### config.mk
export PLATFORM = sky130hd
export DESIGN_NAME = addsub
export DESIGN_NICKNAME = d
export VERILOG_FILES = /design/src/rtl/addsub_pkg.sv /design/src/rtl/addsub_rca.sv /design/src/rtl/addsub.sv
export SDC_FILE = /design/constraint.sdc
export NUM_CORES = 1
export LEC_CHECK = 0
export ABC_AREA = 1
export BUFFER_PORTS_ARGS = -buffer_cell sky130_fd_sc_hd__buf_2
export CAP_MARGIN = 25
export CORE_MARGIN = 10
export CORE_UTILIZATION = 39
export DETAILED_ROUTE_END_ITERATION = 7
export PLACE_DENSITY = 0.72
export RECOVER_POWER = 25
export SYNTH_ARGS = -nofsm -noshare
export SYNTH_HDL_FRONTEND = slang
export SYNTH_SLANG_ARGS = --single-unit
### constraint.sdc
create_clock -name clk -period 0.8 [get_ports clk]
set_input_delay 0 -clock clk [delete_from_list [all_inputs] [get_ports clk]]
set_output_delay 0 -clock clk [all_outputs]
set_load 0.03 [all_outputs]
### src/rtl/addsub_pkg.sv
// Shared constants and types for the addsub adder/subtractor block.
package addsub_pkg;

    localparam logic OP_SUB = 1'b0;
    localparam logic OP_ADD = 1'b1;

    typedef struct packed {
        logic carry;
        logic overflow;
        logic zero;
    } flags_t;

endpackage

### src/rtl/addsub_rca.sv
// Ripple-carry adder with carry-in; also exposes the carry into the MSB
// so the caller can derive signed overflow.
module addsub_rca #(
    parameter int WIDTH = 8
) (
    input  logic [WIDTH-1:0] a,
    input  logic [WIDTH-1:0] b,
    input  logic             cin,
    output logic [WIDTH-1:0] sum,
    output logic             cout,
    output logic             c_msb
);

    logic [WIDTH:0] c;

    always_comb begin
        c    = '0;
        sum  = '0;
        c[0] = cin;
        for (int i = 0; i < WIDTH; i++) begin
            sum[i]   = a[i] ^ b[i] ^ c[i];
            c[i+1]   = (a[i] & b[i]) | (c[i] & (a[i] ^ b[i]));
        end
    end

    assign cout  = c[WIDTH];
    assign c_msb = c[WIDTH-1];

endmodule

### src/rtl/addsub.sv
// Registered two's-complement adder/subtractor with carry/borrow, signed
// overflow and zero flags; one cycle of latency.
module addsub
    import addsub_pkg::*;
#(
    parameter int WIDTH = 8
) (
    input  logic             clk,
    input  logic             rst_n,
    input  logic [WIDTH-1:0] dataa,
    input  logic [WIDTH-1:0] datab,
    input  logic             add_sub,
    output logic [WIDTH-1:0] result,
    output logic             carry,
    output logic             overflow,
    output logic             zero
);

    logic [WIDTH-1:0] b_eff_p0;
    logic             cin_p0;
    logic [WIDTH-1:0] sum_p0;
    logic             cout_p0;
    logic             c_msb_p0;
    flags_t           flags_p0;

    logic [WIDTH-1:0] result_p1;
    flags_t           flags_p1;

    // Subtraction is dataa + ~datab + 1, so the carry-in doubles as the op select.
    assign b_eff_p0 = (add_sub == OP_ADD) ? datab : ~datab;
    assign cin_p0   = (add_sub == OP_SUB);

    addsub_rca #(
        .WIDTH (WIDTH)
    ) u_rca (
        .a     (dataa),
        .b     (b_eff_p0),
        .cin   (cin_p0),
        .sum   (sum_p0),
        .cout  (cout_p0),
        .c_msb (c_msb_p0)
    );

    always_comb begin
        flags_p0          = '0;
        flags_p0.carry    = (add_sub == OP_ADD) ? cout_p0 : ~cout_p0;
        flags_p0.overflow = c_msb_p0 ^ cout_p0;
        flags_p0.zero     = (sum_p0 == '0);
    end

    // Stage p0 -> p1: output registers; zero is forced low while in reset.
    always_ff @(posedge clk or negedge rst_n) begin
        if (!rst_n) begin
            result_p1 <= '0;
            flags_p1  <= '0;
        end else begin
            result_p1 <= sum_p0;
            flags_p1  <= flags_p0;
        end
    end

    assign result   = result_p1;
    assign carry    = flags_p1.carry;
    assign overflow = flags_p1.overflow;
    assign zero     = flags_p1.zero;

endmodule

---- Word level (Yosys, flattened, before mapping) ----
Cells that the tools add are included.
W data, S select, Z words.
storage, ports and cells
  memories ................................ 0
  bits of input ports ..................... 19
  bits in latches ......................... 0
  RAM bits ................................ 0
  bits in registers ....................... 11
  ROM bits ................................ 0
cells by class
  bitwise operators ....................... 44
  mux-type cells .......................... 2
  eq/ne operators ......................... 0
  reduce and logical (&&, ||, !) cells .... 1
  shifts and indexed selects .............. 0
  multiply operators ...................... 0
  add/subtract/negate cells ............... 0
  $lt $le $gt $ge ......................... 0
  div/mod/pow operators ................... 0
operators with widths
  cell              number
  $xor A1 B1 Y1     17
  $and A1 B1 Y1     16
  $logic_not A8 Y1  1
  $mux W8           1
  $not A8 Y8        1
  $or A1 B1 Y1      8
  $not A1 Y1        2
  $mux W1           1

---- Depth between registers and ports, before layout ----
Gate-level depths: netlist of the first run.
  word-level depth ........................ 21
  depth in mapped cells ................... 16

---- Hierarchy ----
From an unflattened synthesis of the first run, not the netlist that was laid out.
unflattened totals
  cell total of the unflattened synthesis .. 48
  area total of the unflattened synthesis .. 601.8 um2
modules (own cells, without submodules)
  module      cells an instance  area each (um2)  times used
  addsub      30                 404.1            1
  addsub_rca  18                 197.7            1

---- Worst setup path after synthesis of the first run ----
No wires, ideal clock.
  path kind ............................... input to register
  from .................................... input port add_sub
  to ...................................... register flags_p1, in the netlist zero
  stages .................................. 15
  library setup time ...................... 71 ps
  path buffers ............................ 1
  data arrival time ....................... 3191 ps
  slack ................................... -2462 ps
  path through ............................ buf_6 xor2_1 fa_1 fa_1 fa_1 inv_1 fa_1 inv_1 fa_1 fa_1 fa_1 inv_1 nor2_1 nand2_1 nor2_1
RTL lines
  element               RTL line      RTL
  from (decl)           addsub.sv:12  input logic add_sub,
  to (signal assigned)  addsub.sv:58  flags_p1 <= flags_p0;
  to (decl)             addsub.sv:27  flags_t flags_p1;

---- Worst setup path after layout of the first run ----
  from .................................... input port add_sub
  to ...................................... register result_p1[7] (netlist: result[7])
on the way
  cells in the longest elaborated chain, start to end .. 17
ends and longest elaborated chain
  element               RTL line          RTL
  $mux W8               addsub.sv:30      assign b_eff_p0 = (add_sub == OP_ADD) ? datab : ~datab;
  $xor A1 B1 Y1         addsub_rca.sv:22  c[i+1] = (a[i] & b[i]) | (c[i] & (a[i] ^ b[i]));
  $and A1 B1 Y1         addsub_rca.sv:22
  $or A1 B1 Y1          addsub_rca.sv:22
  $and A1 B1 Y1         addsub_rca.sv:22
  $or A1 B1 Y1          addsub_rca.sv:22
  $and A1 B1 Y1         addsub_rca.sv:22
  $or A1 B1 Y1          addsub_rca.sv:22
  [... 2 more ...]      --
  $and A1 B1 Y1         addsub_rca.sv:22
  $or A1 B1 Y1          addsub_rca.sv:22
  $and A1 B1 Y1         addsub_rca.sv:22
  $or A1 B1 Y1          addsub_rca.sv:22
  $and A1 B1 Y1         addsub_rca.sv:22
  $or A1 B1 Y1          addsub_rca.sv:22
  $xor A1 B1 Y1 (*)     addsub_rca.sv:21  sum[i] = a[i] ^ b[i] ^ c[i];
  via sum_p0[7]         addsub.sv:21      logic [WIDTH-1:0] sum_p0;
  to (signal assigned)  addsub.sv:57      result_p1 <= sum_p0;
  to (decl)             addsub.sv:26      logic [WIDTH-1:0] result_p1;
The timed path passes the listed nets; every way through them passes the cells marked *.

==> impl_metrics.prom, run 1 <==
# TYPE chip_impl_metric gauge
chip_impl_metric{name="seq_power_share",unit="%"} 33.5
chip_impl_metric{name="placeableCoreArea",unit="µm²"} 1490
chip_impl_info{name="timing.critical_path.max_delay_family",value="adder cells"} 1
chip_impl_info{name="tritoncts_clock_tree",value="built"} 1
chip_impl_metric{name="die_w",unit="µm"} 59.4
chip_impl_metric{name="power_switching_share",unit="%"} 37.1
chip_impl_metric{name="synthesis.nets",unit=""} 79
chip_impl_metric{name="hold_ws",unit="ps"} 63.4
chip_impl_metric{name="overall_track_demand_over_capacity_in_global_routing",unit="%"} 7.89
chip_impl_info{name="startpoint",value="add_sub"} 1
chip_impl_info{name="ys.flop_type",value="sky130_fd_sc_hd__dfrtp_1"} 1
chip_impl_metric{name="antenna_violating_nets_post_route",unit=""} 0
chip_impl_metric{name="num-fill-cells",unit=""} 117
chip_impl_metric{name="layout_worst_path_cycle_share",unit="%"} 363
chip_impl_info{name="synth.most_common_cell",value="sky130_fd_sc_hd__inv_1"} 1
chip_impl_info{name="synth_area_leaders",value="sky130_fd_sc_hd__dfrtp_1, sky130_fd_sc_hd__fa_1, sky130_fd_sc_hd__xor2_1"} 1
chip_impl_metric{name="dr_total_vias",unit=""} 459
chip_impl_metric{name="area_growth_syn_to_layout",unit="%"} 60.1
chip_impl_info{name="cp-end-kind",value="flip-flop"} 1
chip_impl_metric{name="worst_max_slew_pin_slew",unit="ps"} 549
chip_impl_metric{name="slew_viol_final",unit=""} 0
chip_impl_metric{name="cts_made_buffers",unit=""} 3
chip_impl_metric{name="multi_input_comb_area",unit="µm²"} 307
chip_impl_metric{name="drc",unit=""} 0
chip_impl_metric{name="timing.final.crit_period",unit="ps"} 2900
chip_impl_metric{name="fp-row-count",unit=""} 14
chip_impl_metric{name="worstPathBufferInverterCount",unit=""} 6
chip_impl_metric{name="final_critical_path_setup_slack",unit="ps"} -2100
chip_impl_metric{name="gp_congestion",unit=""} 0.714
chip_impl_metric{name="antenna-diode-count",unit=""} 0
chip_impl_metric{name="power_frac_clock",unit="%"} 16.4
chip_impl_info{name="worst_hold_path_type",value="primary input to flip-flop"} 1
chip_impl_info{name="cell_with_the_most_instances_on_the_worst_path",value="sky130_fd_sc_hd__fa_2"} 1
chip_impl_info{name="routed.top_layer",value="met4"} 1
chip_impl_metric{name="clk_pin_slew",unit="ps"} 70
chip_impl_metric{name="first_pass_grt_wire_length",unit="mm"} 2.09
chip_impl_metric{name="postSynthCellCount",unit=""} 53
chip_impl_metric{name="drtPass1Iterations",unit=""} 3
chip_impl_metric{name="whs_path_depth",unit=""} 3
chip_impl_metric{name="worst-endpoint-arrival",unit="ps"} 3070
chip_impl_metric{name="critical_path.max_fanout",unit=""} 3
chip_impl_metric{name="die_h",unit="µm"} 59.4
chip_impl_metric{name="slew_headroom",unit="%"} 63.4
chip_impl_metric{name="die_area",unit="µm²"} 3530
chip_impl_metric{name="worst-path-stages",unit=""} 14
chip_impl_metric{name="final-setup-viol-count",unit=""} 9
chip_impl_metric{name="initial_antenna_violation_count",unit=""} 0
chip_impl_metric{name="logic_pwr_share",unit="%"} 50.1
chip_impl_info{name="setup_repair_after_global_routing_missed_its_margin",value="yes"} 1
chip_impl_info{name="critical_path.slowest_cell",value="sky130_fd_sc_hd__fa_1"} 1
chip_impl_metric{name="leakage",unit="nW"} 0.499
chip_impl_metric{name="clk_path_buf_depth",unit=""} 2
chip_impl_metric{name="grt_max_degree",unit=""} 12
chip_impl_metric{name="i_o_buffers",unit=""} 29
chip_impl_metric{name="crit_path_max_incr_delay",unit="ps"} 500
chip_impl_metric{name="globalRoute.totalOverflow",unit=""} 0
chip_impl_info{name="post_synth_most_frequent_cells",value="sky130_fd_sc_hd__inv_1, sky130_fd_sc_hd__dfrtp_1, sky130_fd_sc_hd__xor2_1"} 1
chip_impl_metric{name="routedLengthMet1",unit="µm"} 463
chip_impl_metric{name="route.met2.wl",unit="µm"} 658
chip_impl_metric{name="worst_ep_required_time",unit="ps"} 970
chip_impl_info{name="synthDominantAreaCellType",value="sky130_fd_sc_hd__dfrtp_1"} 1
chip_impl_metric{name="met3_layer_wire_length_in_the_routed_design",unit="µm"} 120
chip_impl_metric{name="layout-drive-gt1-share",unit="%"} 57.6
chip_impl_metric{name="p_int",unit="mW"} 1.40
chip_impl_metric{name="synth_area_per_cell",unit="µm²"} 11.4
chip_impl_metric{name="synth_edf_count",unit=""} 0
chip_impl_metric{name="powerDensity",unit="nW/µm²"} 2290
chip_impl_metric{name="routed_wire_length_per_instance",unit="µm"} 11.9
chip_impl_metric{name="hold_viol_final",unit=""} 0
chip_impl_info{name="start_kind",value="primary input"} 1
chip_impl_metric{name="routed_wirelength",unit="mm"} 1.29
chip_impl_info{name="hold_end",value="zero"} 1
chip_impl_metric{name="synth-async-reset-ratio",unit="%"} 100
chip_impl_info{name="run_status",value="finished with violations"} 1
chip_impl_metric{name="max_freq",unit="GHz"} 0.344
chip_impl_metric{name="initial_utilization",unit="%"} 40.7
chip_impl_info{name="clk_root_buffer_cell",value="sky130_fd_sc_hd__clkbuf_4"} 1
chip_impl_metric{name="layout.core_utilization",unit="%"} 65.1
chip_impl_info{name="failed_checks",value="negative setup slack"} 1
chip_impl_metric{name="timing.max_cap.violations",unit=""} 0
chip_impl_metric{name="synth_top_area_share",unit="%"} 45.5
chip_impl_metric{name="syn_area",unit="µm²"} 606
chip_impl_metric{name="post_synthesis_sequential_area_ratio",unit="%"} 45.5
chip_impl_metric{name="h-tree-depth",unit=""} 1
chip_impl_info{name="worst_hold_startpoint",value="dataa[0]"} 1
chip_impl_metric{name="synth.distinct_cells",unit=""} 9
chip_impl_metric{name="power.switching",unit="mW"} 0.826
chip_impl_metric{name="io-pin-count",unit=""} 30
chip_impl_metric{name="iter_0_drt_violations",unit=""} 3
chip_impl_metric{name="postSynthRegisterBits",unit=""} 11
chip_impl_metric{name="layout.nets",unit=""} 119
chip_impl_metric{name="avgViaCountPerCell",unit=""} 4.25
chip_impl_metric{name="synth-warning-count",unit=""} 0
chip_impl_info{name="path_cells",value="buf_8, xor2_4, fa_2, fa_2, fa_2, inv_2, fa_2, inv_2, fa_2, fa_2, fa_1, inv_2, buf_4, buf_6"} 1
chip_impl_metric{name="numClockSinks",unit=""} 11
chip_impl_metric{name="grt_pass1_vias",unit=""} 516
chip_impl_metric{name="seqCellArea",unit="µm²"} 275
chip_impl_metric{name="irDropWorstVdd",unit="mV"} 0.993
chip_impl_info{name="criticalPathCategory",value="primary input to flip-flop"} 1
-- through the flow --
stage                     TNS, ps  std cells  power (mW)  setup WS (ps)  instance area (µm²)
final                      -12600        108        2.22          -2100                  970
after detailed placement   -15650        100        1.57          -2410                  802
after CTS                  -12370        107        2.13          -2040                  923
after global placement     -15400        100        1.55          -2370                  802
after global routing       -13090        108        2.36          -2160                  970
after floorplan            -14760         53        1.29          -2300                  634
-- cell usage in the layout, fill, tap and decap left out --
master                          count
sky130_fd_sc_hd__a21oi_1            1
sky130_fd_sc_hd__inv_2              7
sky130_fd_sc_hd__nor2_2             1
sky130_fd_sc_hd__dlygate4sd3_1      2
sky130_fd_sc_hd__fa_1               1
sky130_fd_sc_hd__nand2_1            4
sky130_fd_sc_hd__xor2_2             1
sky130_fd_sc_hd__xnor2_1            1
sky130_fd_sc_hd__inv_1              8
sky130_fd_sc_hd__buf_6             12
sky130_fd_sc_hd__xor2_4             1
sky130_fd_sc_hd__buf_2             16
sky130_fd_sc_hd__fa_2               6
sky130_fd_sc_hd__nor2_1             3
sky130_fd_sc_hd__buf_8              1
sky130_fd_sc_hd__clkinv_2           1
sky130_fd_sc_hd__xor2_1             7
sky130_fd_sc_hd__dfrtp_1           11
sky130_fd_sc_hd__clkbuf_4           3
sky130_fd_sc_hd__clkbuf_1           1
sky130_fd_sc_hd__buf_4              4
-- logic make-up after synthesis --
family | count (synthesis) | synth area share (%)
buffers and inverters | 16 | 11.2
flip-flops | 11 | 45.5
XOR/XNOR | 10 | 14.5
AND/OR/NAND/NOR | 8 | 4.96
adder cells (fa/ha/maj) | 7 | 23.1
AO/OA/AOI/OAI | 1 | 0.826
-- cell type report --
class	count	area share (%)
Sequential cell	11	28.4
Multi-Input combinational cell	26	31.6
Tap cell	16	2.06
Clock buffer	3	2.32
Timing Repair Buffer	36	29.3
Inverter	15	5.81
Clock inverter	1	0.516
-- power groups by stage --
stage,Clock (mW),Combinational (mW),Sequential (mW)
2_1_floorplan,0,0.284,1.01
3_5_place_dp,0,0.847,0.725
3_3_place_gp,0,0.828,0.719
5_1_grt,0.413,1.20,0.756
4_1_cts,0.380,1.02,0.738
6_report,0.365,1.11,0.745
-- layer usage --
| metal | global-route usage [%] | vias up |
|---|---|---|
| li1 | - | 220 |
| met1 | 7.12 | 213 |
| met2 | 12.9 | 22 |
| met3 | 1.93 | 4 |
| met4 | 9.51 | 0 |
| met5 | 0 | - |
-- sequential cells by signal, indices dropped and copies added (netlist names) --
name      count
zero          1
overflow      1
carry         1
result        8
-- worst max-delay path by stage --
stage,endpoint
after floorplan,zero
after global placement,zero
after detailed placement,zero
after CTS,zero
after global routing,zero
final,result[7]
-- timing repair --
item	4_1_cts	5_1_grt
endpoints found under the setup margin	20	21
buffers inserted	1	1
hold buffers	2	0
pin swaps	1	0
hold endpoints to repair	12	0
gates resized for setup	24	12
No activity file was read; power rests on OpenSTA's default activity.
==> run 2, diff against run 1 <==
CORE_MARGIN = not set   (was 10)
CORE_UTILIZATION = 35   (was 39)
PLACE_DENSITY = 0.66   (was 0.72)
==> run 2 against run 1 <==
Against the previous run: the flow finishes with violations (design-rule violations, negative setup slack); total power decreased by 6.2%; sequential cell count unchanged; hold slack improved by 22 ps; die area decreased by 46%; largest cell class unchanged; highest routed layer is now met3; non-clock buffer count increased by 1; critical endpoint is now zero; core utilization decreased by 5.0 points.
==> impl_metrics.prom, run 2 (same netlist as run 1, synthesis figures left out) <==
# TYPE chip_impl_metric gauge
chip_impl_metric{name="drc",unit=""} 3
chip_impl_info{name="routed.top_layer",value="met3"} 1
chip_impl_metric{name="overall_track_demand_over_capacity_in_global_routing",unit="%"} 10.3
chip_impl_metric{name="placed_cell_area",unit="µm²"} 817
chip_impl_metric{name="powerDensity",unit="nW/µm²"} 2230
chip_impl_metric{name="clk_path_buf_depth",unit=""} 2
chip_impl_info{name="criticalPathCategory",value="primary input to flip-flop"} 1
chip_impl_metric{name="power.switching",unit="mW"} 0.745
chip_impl_info{name="setup_repair_after_global_routing_missed_its_margin",value="yes"} 1
chip_impl_metric{name="avgViaCountPerCell",unit=""} 3.94
chip_impl_metric{name="irDropWorstVdd",unit="mV"} 1.06
chip_impl_metric{name="die_w",unit="µm"} 43.6
chip_impl_metric{name="timing.max_cap.violations",unit=""} 0
chip_impl_metric{name="dr_total_vias",unit=""} 429
chip_impl_metric{name="timing.final.crit_period",unit="ps"} 2840
chip_impl_metric{name="antenna-diode-count",unit=""} 0
chip_impl_metric{name="fp-row-count",unit=""} 14
chip_impl_metric{name="clk_pin_slew",unit="ps"} 60
chip_impl_metric{name="leakage",unit="nW"} 0.497
chip_impl_metric{name="numClockSinks",unit=""} 11
chip_impl_metric{name="tns",unit="ps"} -12360
chip_impl_metric{name="die_h",unit="µm"} 43.6
chip_impl_metric{name="routed_wire_length_per_instance",unit="µm"} 8.34
chip_impl_metric{name="max_freq",unit="GHz"} 0.352
chip_impl_metric{name="power_switching_share",unit="%"} 35.7
chip_impl_metric{name="cts_made_buffers",unit=""} 3
chip_impl_metric{name="layout_worst_path_cycle_share",unit="%"} 355
chip_impl_metric{name="drtPass1Iterations",unit=""} 6
chip_impl_metric{name="routed_wirelength",unit="µm"} 909
chip_impl_metric{name="layout-drive-gt1-share",unit="%"} 52.7
chip_impl_info{name="cp-end-kind",value="flip-flop"} 1
chip_impl_metric{name="globalRoute.totalOverflow",unit=""} 0
chip_impl_info{name="highest_count_cells_in_the_layout_ignoring_fill_and_taps",value="sky130_fd_sc_hd__buf_2, sky130_fd_sc_hd__inv_1, sky130_fd_sc_hd__dfrtp_1"} 1
chip_impl_metric{name="hold_viol_final",unit=""} 0
chip_impl_info{name="clk_root_buffer_cell",value="sky130_fd_sc_hd__clkbuf_4"} 1
chip_impl_metric{name="detailedPlace.worstSlack",unit="ps"} -2390
chip_impl_metric{name="final-setup-viol-count",unit=""} 9
chip_impl_metric{name="slew_headroom",unit="%"} 65.1
chip_impl_metric{name="layout.nets",unit=""} 120
chip_impl_metric{name="first_pass_grt_wire_length",unit="mm"} 1.46
chip_impl_metric{name="grt_pass1_vias",unit=""} 387
chip_impl_metric{name="area_growth_syn_to_layout",unit="%"} 54.8
chip_impl_metric{name="io-pin-count",unit=""} 30
chip_impl_metric{name="logic_pwr_share",unit="%"} 48.1
chip_impl_metric{name="antenna_violating_nets_post_route",unit=""} 0
chip_impl_metric{name="routedLengthMet1",unit="µm"} 371
chip_impl_metric{name="slew_viol_final",unit=""} 0
chip_impl_metric{name="seq_power_share",unit="%"} 35.5
chip_impl_metric{name="worst_max_slew_pin_slew",unit="ps"} 524
chip_impl_metric{name="power_frac_clock",unit="%"} 16.3
chip_impl_metric{name="largest_register_ff_count",unit=""} 8
chip_impl_metric{name="route.met2.wl",unit="µm"} 457
chip_impl_metric{name="post-route-cell-area",unit="µm²"} 937
chip_impl_metric{name="gp_congestion",unit=""} 0.699
chip_impl_metric{name="iter_0_drt_violations",unit=""} 3
chip_impl_info{name="run_status",value="finished with violations"} 1
chip_impl_info{name="failed_checks",value="design-rule violations, negative setup slack"} 1
chip_impl_metric{name="grt_max_degree",unit=""} 12
chip_impl_metric{name="dp.cells",unit=""} 102
chip_impl_metric{name="final_critical_path_setup_slack",unit="ps"} -2040
chip_impl_metric{name="dpl.hpwl",unit="µm"} 803
chip_impl_metric{name="worst-endpoint-arrival",unit="ps"} 3020
chip_impl_metric{name="worst_ep_required_time",unit="ps"} 990
chip_impl_metric{name="critical_path.max_fanout",unit=""} 3
chip_impl_metric{name="met3_layer_wire_length_in_the_routed_design",unit="µm"} 80
chip_impl_metric{name="initial_utilization",unit="%"} 38.8
chip_impl_metric{name="layout.cells.non_filler",unit=""} 109
chip_impl_info{name="start_kind",value="primary input"} 1
chip_impl_metric{name="h-tree-depth",unit=""} 1
chip_impl_metric{name="totalPowerFinal",unit="mW"} 2.09
chip_impl_metric{name="die_area",unit="µm²"} 1900
chip_impl_info{name="tritoncts_clock_tree",value="built"} 1
chip_impl_metric{name="p_int",unit="mW"} 1.34
chip_impl_metric{name="placeableCoreArea",unit="µm²"} 1560
chip_impl_metric{name="i_o_buffers",unit=""} 29
chip_impl_info{name="worst_hold_path_type",value="primary input to flip-flop"} 1
chip_impl_metric{name="initial_antenna_violation_count",unit=""} 0
chip_impl_info{name="most_frequent_standard_cell_in_the_layout_excluding_fill_and_tap_cells",value="sky130_fd_sc_hd__buf_2"} 1
## run 2: changes by cell type in the layout (fill, tap and decap cells not counted), moves of 4 or more
cell / before / now
sky130_fd_sc_hd__buf_6: 12 / 8
sky130_fd_sc_hd__inv_1: 8 / 12
sky130_fd_sc_hd__buf_4: 4 / 8
sky130_fd_sc_hd__inv_2: 7 / 3
## run 2: per-stage QoR
step / utilization, % / hold WS (ps)
global placement: 52.4 / -132
floorplan: - / -296
global route: 60.1 / 84.5
finish: 60.1 / 85.8
detailed placement: 52.4 / -131
CTS: 56.2 / 63.8
## run 2: metal layers
metal | GRT usage (%) | vias to the layer above
met2 | 17.0 | 23
met4 | 5.63 | 0
met5 | 0 | -
li1 | - | 222
met3 | 2.08 | 0
met1 | 12.5 | 184
## run 2: area by class of cell
type                    count  area [µm²]
inverters                  15        56.3
fillers                   139         622
well taps                  16        20.0
repair buffers             37         272
multi-input cells          26         288
clock buffers               4        26.3
flip-flops and latches     11         275
## run 2: final timing paths
path                          start   endpoint  slack (ps)  cells after the start
min                        datab[0]  result[0]          90                      3
min in group asynchronous     rst_n  result[7]         230                      2
max in group asynchronous     rst_n  result[1]         220                      2
max                         add_sub       zero       -2040                     15
## run 2: repair_timing
item / CTS / global route
buffers inserted: 1 / 1
pin swaps: 1 / 0
endpoints found under the hold margin: 11 / 0
setup endpoints to repair: 10 / 19
resized for setup: 7 / 27
hold buffers: 1 / 0
## run 2: power by group through the flow
stage                     sequential [mW]  combinational, mW  clock [mW]
after detailed placement            0.723              0.844           0
after global placement              0.719              0.834           0
after global routing                0.748               1.09       0.399
after floorplan                      1.01              0.284           0
final                               0.742               1.00       0.341
after CTS                           0.713              0.881       0.353
## run 2: worst max-delay path, cell delays in order
cell	delay [ps]
sky130_fd_sc_hd__buf_8	100
sky130_fd_sc_hd__xor2_2	170
sky130_fd_sc_hd__fa_2	360
sky130_fd_sc_hd__fa_2	340
sky130_fd_sc_hd__fa_2	340
sky130_fd_sc_hd__inv_2	60
sky130_fd_sc_hd__fa_2	180
sky130_fd_sc_hd__inv_2	40
sky130_fd_sc_hd__fa_2	330
sky130_fd_sc_hd__fa_2	360
sky130_fd_sc_hd__fa_1	480
sky130_fd_sc_hd__inv_1	50
sky130_fd_sc_hd__nor2_1	90
sky130_fd_sc_hd__nand2_1	50
sky130_fd_sc_hd__nor2_1	70
